### src/rtl/seg7_pkg.sv
// rtl/seg7_pkg.sv - shared seven-segment constants and BCD decode table
package seg7_pkg;

   // Active-low segment patterns {g,f,e,d,c,b,a}
   localparam logic [6:0] SEG_BLANK = 7'b1111111;
   localparam logic [6:0] SEG_DASH  = 7'b0111111;

   // Maps one BCD code to its active-low segment pattern; codes 10..15 show a dash
   function automatic logic [6:0] seg7_decode(input logic [3:0] bcd);
      logic [6:0] pattern;
      case (bcd)
         4'd0:    pattern = 7'b1000000;
         4'd1:    pattern = 7'b1111001;
         4'd2:    pattern = 7'b0100100;
         4'd3:    pattern = 7'b0110000;
         4'd4:    pattern = 7'b0011001;
         4'd5:    pattern = 7'b0010010;
         4'd6:    pattern = 7'b0000010;
         4'd7:    pattern = 7'b1111000;
         4'd8:    pattern = 7'b0000000;
         4'd9:    pattern = 7'b0010000;
         default: pattern = SEG_DASH;
      endcase
      return pattern;
   endfunction

endpackage

### src/rtl/bcd_to_seg7.sv
// rtl/bcd_to_seg7.sv - combinational BCD to active-low seven-segment decoder
module bcd_to_seg7
   import seg7_pkg::*;
(
   input  logic [3:0] bcd,
   output logic [6:0] seg
);

   // Pure table lookup on the selected digit
   always_comb begin
      seg = seg7_decode(bcd);
   end

endmodule

### src/rtl/seven_seg_scanner.sv
// rtl/seven_seg_scanner.sv - 4-digit multiplexed common-anode display scanner
module seven_seg_scanner
   import seg7_pkg::*;
#(
   parameter int DIV_WIDTH    = 18,
   parameter int BLANK_CYCLES = 64
) (
   input  logic        clk,
   input  logic        rst,
   input  logic [15:0] digits,
   input  logic [3:0]  dp_en,
   input  logic        blank_lz,
   output logic [3:0]  an,
   output logic [6:0]  seg,
   output logic        dp
);

   localparam logic [DIV_WIDTH-1:0] CNT_ONE   = 1;
   localparam logic [DIV_WIDTH-1:0] CNT_MAX   = '1;
   localparam logic [DIV_WIDTH-1:0] BLANK_LIM = BLANK_CYCLES[DIV_WIDTH-1:0];

   logic [DIV_WIDTH-1:0] cnt;
   logic [1:0]           sel;
   logic [3:0]           digit_mux;
   logic [6:0]           seg_dec;
   logic [3:0]           lz_mask;
   logic                 dp_mux;

   // Prescaler and digit selector; sel steps on the prescaler wrap cycle
   always_ff @(posedge clk) begin
      if (rst) begin
         cnt <= '0;
         sel <= 2'd0;
      end else begin
         cnt <= cnt + CNT_ONE;
         if (cnt == CNT_MAX) begin
            sel <= sel + 2'd1;
         end
      end
   end

   // Select the active digit and its decimal-point request
   always_comb begin
      digit_mux = digits[3:0];
      dp_mux    = dp_en[sel];
      case (sel)
         2'd0:    digit_mux = digits[3:0];
         2'd1:    digit_mux = digits[7:4];
         2'd2:    digit_mux = digits[11:8];
         default: digit_mux = digits[15:12];
      endcase
   end

   // Leading-zero chain: a digit blanks only if it and every digit left of it are zero
   always_comb begin
      lz_mask    = 4'b0000;
      lz_mask[3] = blank_lz && (digits[15:12] == 4'd0);
      lz_mask[2] = lz_mask[3] && (digits[11:8] == 4'd0);
      lz_mask[1] = lz_mask[2] && (digits[7:4] == 4'd0);
      lz_mask[0] = 1'b0;
   end

   bcd_to_seg7 u_dec (
      .bcd (digit_mux),
      .seg (seg_dec)
   );

   // Registered outputs with anti-ghosting blank window at the start of each slot
   always_ff @(posedge clk) begin
      if (rst) begin
         an  <= 4'b1111;
         seg <= SEG_BLANK;
         dp  <= 1'b1;
      end else if (cnt < BLANK_LIM) begin
         an  <= 4'b1111;
         seg <= SEG_BLANK;
         dp  <= 1'b1;
      end else begin
         an  <= ~(4'b0001 << sel);
         seg <= lz_mask[sel] ? SEG_BLANK : seg_dec;
         dp  <= ~dp_mux;
      end
   end

endmodule

### config.mk
export PLATFORM = sky130hd
export DESIGN_NAME = seven_seg_scanner
export DESIGN_NICKNAME = d
export VERILOG_FILES = /design/src/rtl/seg7_pkg.sv /design/src/rtl/bcd_to_seg7.sv /design/src/rtl/seven_seg_scanner.sv
export SDC_FILE = /design/constraint.sdc
export NUM_CORES = 1
export LEC_CHECK = 0
export ABC_AREA = 0
export BUFFER_PORTS_ARGS = -buffer_cell sky130_fd_sc_hd__buf_2
export CORE_MARGIN = 1.5
export CORE_UTILIZATION = 54
export CTS_CLUSTER_SIZE = 20
export DETAILED_ROUTE_END_ITERATION = 10
export PLACE_DENSITY = 0.9
export SYNTH_ARGS = -nofsm -noshare
export SYNTH_HDL_FRONTEND = slang
export SYNTH_HIERARCHICAL = 1
export SYNTH_SLANG_ARGS = --single-unit
### constraint.sdc
create_clock -name clk -period 2.7 [get_ports clk]
set_clock_uncertainty 0.2 [all_clocks]
set_input_delay 0.81 -clock clk [delete_from_list [all_inputs] [get_ports clk]]
set_output_delay 0.81 -clock clk [all_outputs]
set_load 0.01 [all_outputs]
==> Yosys cells after proc, flatten, opt, wreduce, memory -nomap -nowiden <==
Memory sizes are Yosys's and may differ from the RTL's. A register that Yosys moved wholly into a read port is not among the register bits.
Index checks and enable logic that the tools add are counted.
{ "classes": {"reduce_logical": 9, "order_cmp": 2, "addsub": 2, "bitwise_logic": 2, "n_eq_ne": 3, "muxes": 5, "n_shift": 1} }
{ "op_table": {"columns": ["operator", "n"], "rows": [
  ["$add 18x1->18 const B", 1],
  ["$eq 18x18->1 const B", 1],
  ["$lt 18x7->1 const B", 1],
  ["$logic_not 4->1", 3],
  ["$pmux 4 s3", 1],
  ["$bmux 1 s2", 2],
  ["$not 4->4", 1],
  ["$shl 1x2->4 const A", 1],
  ["$logic_and 1x1->1", 3],
  ["$lt 2x3->1 const B", 1],
  ["$reduce_or 3->1", 1],
  ["$add 2x1->2 const B", 1],
  ["$eq 2x1->1 const B", 1],
  ["$eq 2x2->1 const B", 1],
  ["$logic_not 2->1", 1],
  ["$mux 1", 2],
  ["$reduce_or 2->1", 1],
  ["$not 1->1", 1]
]} }
{ "totals": {"ff_bits": 25, "mem_bits_ro": 112, "output_inout_bits": 12, "wordCells": 29, "inputBits": 23, "mem_count": 1} }
{ "memory_table": {"columns": ["memory", "depth", "width", "rd", "rd_ports_with_merged_regs", "wr", "line", "text"], "rows": [
  ["(no name shown)", 16, 7, 1, 1, 0, "seg7_pkg.sv:11", "case (bcd)"]
]} }

==> Longest topological paths before layout <==
Gate-level depths: netlist of run 1.
{ "logic_depth": {"word_depth": 7, "depth_mapped": 10, "ltp_nobuf": 10} }

==> Hierarchy <==
The synthesis of run 1 kept the hierarchy.
{ "by_module_without_submodules": {"columns": ["module", "area_per_inst_um2", "cells_each", "n_inst", "seq_area_each_um2"], "rows": [
  ["seven_seg_scanner", 1527.7, 162, 1, 640.6],
  ["bcd_to_seg7", 240.2, 31, 1, 0.0]
]} }

==> Worst setup path after synthesis of run 1 <==
No wires, ideal clock.
{ "synth_timing": {"kind": "reg-to-reg", "startpoint": "register sel[0]", "endpoint": "register seg[4]", "path_slack_ns": 0.280, "required_time_ns": 2.441, "arrival_time_ns": 2.162, "period_less_slack_ns": 2.420, "setup_ns": 0.059, "path_stages_with_launch": 10, "path_buffers": 1, "path_cell_list": "dfxtp_1 > ha_1 > clkbuf_1 > mux2i_1 > inv_1 > ha_1 > or2b_1 > a31oi_1 > nor2_1 > nand2_1"} }
{ "synth_via": {"elab_cells_between_ends": 7, "classes_between": "2 x eq/ne; 3 x mux; 2 x reduce/logical"} }
{ "synth_lines": {"columns": ["element", "line", "text"], "rows": [
  ["from (decl)", "seven_seg_scanner.sv:23", "logic [1:0] sel;"],
  ["from (signal assigned)", "seven_seg_scanner.sv:37", "sel <= sel + 2'd1;"],
  ["$eq 2x2->1 (tied with other cells)", "seven_seg_scanner.sv:46", "case (sel)"],
  ["$pmux 4 s3 (*)", "seven_seg_scanner.sv:46", null],
  ["net digit_mux[1]", "seven_seg_scanner.sv:24", "logic [3:0] digit_mux;"],
  ["to (decl)", "seven_seg_scanner.sv:14", "output logic [6:0] seg,"]
]} }
The timed path passes the listed nets; every way through them passes the cells marked *. The select of a mux whose other input is x is not followed.
A chain may end at the register's enable or synchronous reset.

==> Final worst setup path of run 1 <==
Same ends and word-level chain as after synthesis.

==> results of run 1 <==
==> cell usage after synthesis, types with 3 or more instances <==
master     n  share of area
a21oi_1    5          0.014
inv_1     12          0.025
xor2_1     5          0.025
nand2b_1   5          0.018
nor4_1     6          0.021
nor2_1    28          0.059
buf_6      3          0.019
nor2b_1    3          0.011
nand3_1    5          0.014
ha_1      11          0.078
a31o_2     3          0.015
a222oi_1   4          0.023
nand2_1   17          0.036
mux2i_1    6          0.034
clkbuf_1   3         0.0064
dfxtp_1   32           0.36
nand4_1    3          0.011
o21ai_0    3         0.0085
xnor2_1    6          0.030
==> cell usage in the layout, fill, tap and decap left out, types with 2 or more instances in the layout <==
cell,count
or3_2,2
xnor2_1,6
a31o_2,3
nand4_1,3
inv_1,12
nand3_1,5
nand2b_1,5
a21o_1,2
dfxtp_1,30
a31oi_1,2
nand2_1,17
clkbuf_4,5
a22oi_1,2
ha_1,11
nor2b_1,3
mux2i_1,5
a21oi_1,5
nor2_1,28
nor3_1,2
o21ai_0,3
a222oi_1,4
xor2_1,5
nor4_4,2
buf_2,34
nor4_1,6
dfxtp_2,2
==> per-layer routing <==
layer  part of all wire  global-route usage  vias up
met5                  0                   0        -
met2               0.48               0.351       47
li1                   -                   -      739
met4             0.0062              0.0825        0
met3              0.059              0.0519        3
met1               0.45               0.235      642
==> worst max-delay path by stage <==
stage / endpoint / slack [ns] / cells past startpoint
3_3_place_gp: seg[3] / 0.20 / 7
3_5_place_dp: seg[4] / 0.17 / 9
6_report: seg[4] / 0.26 / 10
5_1_grt: seg[1] / 0.05 / 10
2_1_floorplan: seg[4] / 0.28 / 9
4_1_cts: seg[1] / 0.14 / 10
==> logic make-up (layout without fill, tap and decap cells) <==
group,count (synthesis),after routing
AO/OA/AOI/OAI,22,22
flip-flops,32,32
multiplexers,10,10
XOR/XNOR,11,11
AND/OR/NAND/NOR,88,88
adder cells (fa/ha/maj),11,11
buffers and inverters,19,55
==> cell type report <==
class / instances / area [um^2] / area share
multi-input cells: 142 / 1040 / 0.510
flip-flops and latches: 32 / 643 / 0.316
repair buffers: 35 / 178 / 0.0874
well taps: 44 / 55.1 / 0.0271
inverters: 12 / 45.0 / 0.0222
clock buffers: 6 / 41.3 / 0.0203
clock inverters: 2 / 35.0 / 0.0172
==> registers in the layout, summed over array words and instances, names as in the netlist <==
| signal | cells |
|---|---|
| an | 4 |
| dp | 1 |
| seg | 7 |
| sel | 2 |
| cnt | 18 |
==> through the flow <==
step                instance area (um^2)  power, mW
floorplan                           1770      0.540
global placement                    1950      0.560
detailed placement                  1950      0.562
CTS                                 2030      0.918
global route                        2030      0.953
finish                              2030      0.905
==> power groups by stage <==
stage / registers [mW] / logic [mW] / clock network (mW)
after floorplan: 0.491 / 0.0491 / 0
after global placement: 0.491 / 0.0687 / 0
after detailed placement: 0.492 / 0.0702 / 0
after CTS: 0.481 / 0.0713 / 0.366
after global routing: 0.482 / 0.0807 / 0.391
final: 0.481 / 0.0721 / 0.352
==> reports/qor.yml, run 1 <==
status:
  status: "finished, final reports clean"
clock_network:
  clockBufferDepth: 2
  cts-buffers-inserted: 5
  clk_pin_slew_ns: 0.10
  clockRootBuffer: "clkbuf_4"
  clkSinkCount: 32
  cts_setup_buffers: 0
  cts_tree: "yes"
  postCtsResizedCells: 0
  h-tree-depth: 2
  cts_hold_buffers: 0
  clock_latency_ns: 0.33
hold_path:
  hold_depth: 1
  min_from: "cnt[0]"
  min-delay-path-class: "flip-flop to flip-flop"
  hold_path_end: "cnt[0]"
finish:
  num_antenna_cells: 0
  areaGrowthSynthToFinish_pct: 15.0
  layout-drive-gt1-share: 0.271
  nFillCells: 250
  postLayoutCoreUtil: 0.661
  nNetsFinal: 262
  fin_cells: 273
power:
  power_frac_seq: 0.532
  ir_worst_vdd_mv: 0.318
  p_int_mw: 0.705
  powerDensity_mw_per_mm2: 445
  combPwrFrac: 0.080
  p_leak_nw: 0.858
  switching_share: 0.221
  clkPwrFrac: 0.389
  p_sw_mw: 0.200
logic_synthesis:
  synth_top_family_by_area: "simple AND/OR/NAND/NOR gates"
  synthSimpleGateAreaFrac: 0.295
  ys_seq_area_frac: 0.362
  synth_xor_area_frac: 0.0545
  syn-num-nets: 227
  synthesis.area_mm2: 0.00177
  synthCells: 193
  synth-compound-area-share: 0.0885
  synthFlopType: "dfxtp_1"
  yosys.area_share.adder: 0.0778
  synthArstFlopShare: 0
  synth.mux.area_fraction: 0.0679
  synth_edf_count: 0
  ys_types: 46
  ys_ff_latch: 32
  yosys_warnings: 6
  avgSynthCellArea_um2: 9.16
timing:
  hold_violations: 0
  setup_viol_count_final: 0
  worst_pin_slew_ns: 0.569
  final.min_clock_period_ns: 2.44
  report.final.slew_viol_count: 0
  grt_setup_unrepaired: "false"
  finalCritPeriodShare: 0.903
  timing.hold.ws_ns: 0.290
  setup_tns_ns: 0
  max_freq_mhz: 410
  slew_headroom: 0.610
  fin_ws_ns: 0.261
grt:
  grt_pass1_vias: 1339
  grt_pass1_wl_um: 5580
  grt_usage: 0.203
  grt_max_degree: 29
  grt-ovfl-total: 0
  antenna_found_initial: 0
critical_path:
  critPathMaxFanout: 8
  worst_path_max_delay_cell: "dfxtp_2"
  worst_r2r_path_depth: 10
  critPathLaunchType: "flip-flop"
  rr_startpoint: "sel[0]"
  crit_required_ns: 2.77
  rr_endpoint: "seg[4]"
  arrival_ns: 2.51
  critPathKind: "flip-flop to flip-flop"
  crit_buf_inv: 2
  rrSetupSlack_ns: 0.26
  end_kind: "flip-flop"
  slowest_delay_ns: 0.38
  critPathLaunch: "sel[0]"
  crit_path_cell_trace: "inv_1 > ha_1 > a222oi_1 > mux2i_1 > inv_1 > ha_1 > or2b_1 > a31oi_1 > nor2_1 > nand2_1"
  crit_family: "adder cells"
placement:
  post-place-ws_ns: 0.171
  hpwlAfterDp_um: 2340
  gp_congestion: 0.823
  dp.cells: 265
  portBuffers: 34
floorplanning:
  rows: 20
  dieArea_mm2: 0.00363
  core_area_mm2: 0.00308
  dieHeight_um: 60.2
  initial_core_util: 0.574
  ios: 35
  fp.dieW_um: 60.2
drt:
  drt-pass1-iter-count: 4
  drt_iter0_drc: 123
  route.vias.total: 1431
  routed_wl_um: 3220
  routedWlPerCell_um: 11.8
  antenna_left: 0
  drc_errors: 0
  vias_per_cell: 5.24
flow_run:
  drv_cap: 0
Power figures use the tool's default switching activity.
==> run 2: changes to the inputs <==
==> constraint.sdc (replaced) <==
create_clock -name clk -period 2.32 [get_ports clk]
set_clock_uncertainty 0.2 [all_clocks]
set_input_delay 0.696 -clock clk [delete_from_list [all_inputs] [get_ports clk]]
set_output_delay 0.696 -clock clk [all_outputs]
set_load 0.005 [all_outputs]
==> reports/qor.yml, run 2 (synthesis results as in run 1) <==
finish:
  nFillCells: 241  # -3.6%
  fin_cells: 286  # +4.8%
  design_area_mm2: 0.00218  # +7.1%
  top_register: "cnt"
  areaGrowthSynthToFinish_pct: 23.2
  num_antenna_cells: 0  # unchanged
  layout_common_cells: "34 x buf_2, 30 x dfxtp_1, 28 x nor2_1, 17 x nand2_1, 14 x buf_4"
  layout_commonest_cell: "buf_2"
  postLayoutCoreUtil: 0.708  # +0.0472
  multiInputGateArea_mm2: 0.00109  # +5.3%
  largest_reg_flops: 18  # unchanged
  regArea_um2: 648  # +0.78%
  top_regs: "cnt: 18 flops, seg: 7 flops, an: 4 flops"
  layout-drive-gt1-share: 0.360  # +0.0888
  nNetsFinal: 275  # +5.0%
grt:
  grt_usage: 0.219  # +0.0165
  grt_pass1_wl_um: 5910  # +5.8%
  antenna_found_initial: 0  # unchanged
  grt_max_degree: 29  # unchanged
  grt_pass1_vias: 1431  # +6.9%
  grt-ovfl-total: 0  # unchanged
hold_path:
  min-delay-path-class: "flip-flop to flip-flop"
floorplanning:
  fp.dieW_um: 60.2  # unchanged
  initial_core_util: 0.574  # unchanged
  rows: 20  # unchanged
  dieHeight_um: 60.2  # unchanged
  core_area_mm2: 0.00308  # unchanged
  ios: 35  # unchanged
  dieArea_mm2: 0.00363  # unchanged
power:
  power_frac_seq: 0.556  # +0.024
  p_sw_mw: 0.257  # +29%
  combPwrFrac: 0.103  # +0.023
  powerDensity_mw_per_mm2: 461  # +3.5%
  clkPwrFrac: 0.341  # -0.048
  switching_share: 0.256  # +0.0356
  p_int_mw: 0.746  # +5.9%
  p_total_mw: 1.00  # +11%
  ir_worst_vdd_mv: 0.347  # +9.3%
  p_leak_nw: 0.920  # +7.3%
clock_network:
  cts-buffers-inserted: 5  # unchanged
  cts_hold_buffers: 0  # unchanged
  clock_latency_ns: 0.34  # about the same
  clk_pin_slew_ns: 0.10  # about the same
  clockBufferDepth: 2  # unchanged
  cts_tree: "yes"
  h-tree-depth: 2  # unchanged
  clockRootBuffer: "clkbuf_4"
  clkSinkCount: 32  # unchanged
critical_path:
  end_kind: "flip-flop"
  crit_path_cell_trace: "inv_4 > ha_4 > buf_4 > a222oi_1 > mux2i_1 > buf_4 > mux2i_1 > a22oi_1 > nor2_1 > nand2_1"
  arrival_ns: 2.38  # -0.13 ns
  worst_path_max_delay_cell: "dfxtp_4"
  slowest_delay_ns: 0.42  # +0.04 ns
  critPathKind: "flip-flop to flip-flop"
  crit_family: "compound AO/OA/AOI/OAI gates"
  crit_required_ns: 2.36  # -0.41 ns
  crit_buf_inv: 3  # +1
  critPathMaxFanout: 12  # +4
  critPathLaunchType: "flip-flop"
timing:
  finalCritPeriodShare: 1.01  # +0.106
  final.min_clock_period_ns: 2.34  # -0.0977 ns
  report.final.slew_viol_count: 0  # unchanged
  worst_pin_slew_ns: 0.451  # -0.118 ns
  fin_ws_ns: -0.0209  # -0.282 ns
  hold_violations: 0  # unchanged
  grt_setup_unrepaired: "true"
  setup_viol_count_final: 1  # +1
  slew_headroom: 0.698  # +0.0878
  max_freq_mhz: 427  # +4.2%
placement:
  postPlaceCellArea_mm2: 0.00202  # +3.7%
  portBuffers: 34  # unchanged
  post-place-ws_ns: -0.0703  # -0.241 ns
  gp_congestion: 0.868  # +5.6%
  hpwlAfterDp_um: 2700  # +16%
  dp.cells: 274  # +3.4%
drt:
  routed_wl_um: 4070  # +26%
  vias_per_cell: 5.48  # +4.5%
  route.vias.total: 1566  # +9.4%
  drt_iter0_drc: 129  # +4.9%
  drc_errors: 0  # unchanged
  antenna_left: 0  # unchanged
  drt-pass1-iter-count: 4  # unchanged
  routedWlPerCell_um: 14.2  # +21%
status:
  status: "complete, but fails checks"
  violations: "negative setup slack"
flow_run:
  drv_cap: 0  # unchanged
==> run 2: cell count changes in the layout (fill, tap and decap cells not counted), moves of 2 or more <==
| cell | delta |
|---|---|
| ha_2 | +2 |
| ha_1 | -5 |
| inv_1 | -3 |
| dfxtp_4 | +2 |
| ha_4 | +3 |
| dfxtp_2 | -2 |
| buf_4 | +13 |
| inv_2 | +2 |
==> run 2: layout make-up <==
class,instances,share of cell area
sequential,32,0.298
clock inverter,2,0.00460
inverter,12,0.0218
tap,44,0.0253
clock buffer,6,0.0235
timing repair buffer,48,0.126
multi-input combinational,142,0.501
==> run 2: worst paths after layout <==
path | startpoint | end | slack, ns | cells after the start
hold / removal | cnt[0] | cnt[0] | 0.30 | 1
setup / recovery | sel[0] | seg[0] | -0.02 | 10
setup reg to reg | sel[0] | seg[0] | -0.02 | 10
hold reg to reg | cnt[0] | cnt[0] | 0.30 | 1
==> run 2: worst register-to-register path, cell delays in order (launching register included) <==
cell      delay (ns)
dfxtp_4         0.42
inv_4           0.07
ha_4            0.17
buf_4           0.13
a222oi_1        0.36
mux2i_1         0.12
buf_4           0.20
mux2i_1         0.24
a22oi_1         0.12
nor2_1          0.15
nand2_1         0.06
==> run 2: repair_timing <==
item	CTS	global route
gates resized for setup	6	14
pin swaps	1	5
endpoints found under the setup margin	6	6
setup buffers	0	4
==> run 2: power by group through the flow <==
stage | Clock, mW | Combinational (mW) | Sequential, mW
4_1_cts | 0.347 | 0.0934 | 0.559
3_5_place_dp | 0 | 0.0908 | 0.572
2_1_floorplan | 0 | 0.0578 | 0.571
6_report | 0.342 | 0.104 | 0.557
3_3_place_gp | 0 | 0.0870 | 0.572
5_1_grt | 0.373 | 0.112 | 0.558
==> run 2: metrics by stage <==
step	TNS (ns)	hold slack (ns)
floorplan	0	0.237
global placement	-0.0378	0.259
detailed placement	-0.294	0.270
CTS	0	0.294
global route	-0.474	0.330
finish	-0.0209	0.295
==> run 2: routing by layer <==
metal | GRT usage | vias up | routed length (um) | share of wire
met5 | 0 | - | 0 | 0
met4 | 0.0825 | 0 | 63 | 0.015
met3 | 0.0714 | 9 | 252 | 0.062
met2 | 0.393 | 59 | 2130 | 0.52
met1 | 0.236 | 733 | 1630 | 0.40
li1 | - | 765 | - | -
==> run 3: changes to the inputs <==
clock period = 2.6 ns   (was 2.32 ns; I/O delays follow)
==> reports/qor.yml, run 3 (synthesis results as in run 1) <==
timing:
  hold_violations: 0  # unchanged
  setup_viol_count_final: 0  # -1
  finalCritPeriodShare: 0.916  # -0.0934
  max_freq_mhz: 420  # -1.7%
  slew_headroom: 0.579  # -0.119
  report.final.slew_viol_count: 0  # unchanged
  final.min_clock_period_ns: 2.38  # +0.0397 ns
  grt_setup_unrepaired: "false"
  timing.hold.ws_ns: 0.286  # -0.00954 ns
  worst_pin_slew_ns: 0.620  # +0.169 ns
drt:
  route.vias.total: 1459  # -6.8%
  antenna_left: 0  # unchanged
  drt_iter0_drc: 76  # -41%
  drt-pass1-iter-count: 4  # unchanged
  drc_errors: 0  # unchanged
  routed_wl_um: 3340  # -18%
  vias_per_cell: 5.31  # -3.1%
  routedWlPerCell_um: 12.1  # -15%
grt:
  gr-usage-met1: 0.213  # -0.0232
  grt_pass1_vias: 1333  # -6.8%
  grt_pass1_wl_um: 5370  # -9.1%
  grt_use_met2: 0.351  # -0.0419
  antenna_found_initial: 0  # unchanged
  grt_max_degree: 29  # unchanged
  grt_usage: 0.200  # -0.0194
  top_usage_layer: "met2"
  met3_usage: 0.0519  # -0.0195
  grt-ovfl-total: 0  # unchanged
critical_path:
  rrSetupSlack_ns: 0.22  # +0.24 ns
  crit_required_ns: 2.68  # +0.32 ns
  critPathLaunchType: "flip-flop"
  critPathMaxFanout: 7  # -5
  worst_r2r_path_depth: 10  # unchanged
  arrival_ns: 2.46  # +0.08 ns
  critPathKind: "flip-flop to flip-flop"
  rr_endpoint: "seg[4]"
  end_kind: "flip-flop"
  rr_startpoint: "sel[0]"
floorplanning:
  dieArea_mm2: 0.00363  # unchanged
  fp.dieW_um: 60.2  # unchanged
  rows: 20  # unchanged
  ios: 35  # unchanged
  dieHeight_um: 60.2  # unchanged
  initial_core_util: 0.574  # unchanged
  core_area_mm2: 0.00308  # unchanged
finish:
  layout_commonest_cell: "buf_2"
  areaGrowthSynthToFinish_pct: 15.2
  num_antenna_cells: 0  # unchanged
  design_area_mm2: 0.00204  # -6.5%
  nNetsFinal: 264  # -4.0%
  nFillCells: 255  # +5.8%
  layout-drive-gt1-share: 0.286  # -0.0738
  multiInputGateArea_mm2: 0.00104  # -4.7%
  top_register: "cnt"
  layout_common_cells: "34 x buf_2, 30 x dfxtp_1, 28 x nor2_1, 17 x nand2_1, 12 x inv_1"
  top_regs: "cnt: 18 flops, seg: 7 flops, an: 4 flops"
  largest_reg_flops: 18  # unchanged
  regArea_um2: 643  # -0.77%
placement:
  portBuffers: 34  # unchanged
  hpwlAfterDp_um: 2480  # -8.3%
  postPlaceCellArea_mm2: 0.00197  # -2.8%
  gp_congestion: 0.804  # -7.4%
power:
  powerDensity_mw_per_mm2: 431  # -6.4%
  ir_worst_vdd_mv: 0.249  # -28%
  p_leak_nw: 0.867  # -5.8%
flow_run:
  drv_cap: 0  # unchanged
hold_path:
  min_from: "cnt[0]"
  min-delay-path-class: "flip-flop to flip-flop"
  hold_depth: 1  # unchanged
  hold_path_end: "cnt[0]"
clock_network:
  clock_latency_ns: 0.34  # about the same
  h-tree-depth: 2  # unchanged
  cts_tree: "yes"
  clkSinkCount: 32  # unchanged
  clockBufferDepth: 2  # unchanged
  clockRootBuffer: "clkbuf_4"
  clk_pin_slew_ns: 0.11  # about the same
  cts_setup_buffers: 0  # unchanged
  cts-buffers-inserted: 5  # unchanged
status:
  status: "finished, final reports clean"
run 3: cell types whose count changed in the layout (fill, tap and decap cells not counted):
cell	previous run	this run
buf_4	14	3
dfxtp_2	0	2
dfxtp_4	2	0
ha_1	6	11
ha_2	2	0
ha_4	3	0
inv_1	9	12
inv_2	2	0
inv_4	1	0
o21ai_0	2	3
o21ai_2	1	0
o31ai_1	0	1
o31ai_2	1	0
run 3: per-stage QoR:
stage / cells / setup TNS, ns / setup slack [ns] / util / total power [mW]
after CTS: 275 / 0 / 0.0352 / 0.659 / 0.886
after floorplan: 193 / 0 / 0.180 / - / 0.560
after global routing: 275 / 0 / 0.0456 / 0.662 / 0.918
after detailed placement: 267 / -0.0846 / -0.0403 / 0.639 / 0.584
after global placement: 267 / 0 / 0.0362 / 0.639 / 0.582
final: 275 / 0 / 0.219 / 0.662 / 0.878
run 3: how the worst max path moves through the flow:
stage,endpoint,slack (ns),from
after floorplan,seg[4],0.18,sel[0]
after global placement,seg[4],0.04,digits[5]
after detailed placement,seg[4],-0.04,digits[5]
after CTS,seg[4],0.04,sel[1]
after global routing,seg[1],0.05,sel[1]
final,seg[4],0.22,sel[0]
run 3: metal layers:
| metal | wire [um] | vias to the layer above | share of wire |
|---|---|---|---|
| met5 | 0 | - | 0 |
| met3 | 197 | 8 | 0.059 |
| li1 | - | 747 | - |
| met1 | 1490 | 654 | 0.45 |
| met4 | 72 | 0 | 0.022 |
| met2 | 1580 | 50 | 0.47 |
run 3: critical path, stage by stage (launching register included):
cell      delay (ns)
dfxtp_2         0.36
inv_1           0.10
ha_1            0.24
a222oi_1        0.13
mux2i_2         0.40
inv_1           0.16
ha_1            0.23
or2b_1          0.23
a31oi_1         0.16
nor2_1          0.06
nand2_1         0.06
run 3: area by class of cell:
class / instances / share of cell area
inverter: 12 / 0.0221
clock inverter: 2 / 0.00491
sequential: 32 / 0.316
multi-input combinational: 142 / 0.510
timing repair buffer: 37 / 0.0946
clock buffer: 6 / 0.0252
tap: 44 / 0.0270
run 3: power breakdown:
part	total (mW)	internal (mW)	switching, mW	leakage (nW)
Combinational	0.0756	0.0371	0.0385	0.569
Sequential	0.499	0.494	0.00560	0.260
Clock	0.303	0.129	0.174	0.0380
run 3: repair_timing:
action,4_1_cts,5_1_grt
hold buffers,0,0
endpoints found under the setup margin,0,6
resized for setup,0,4
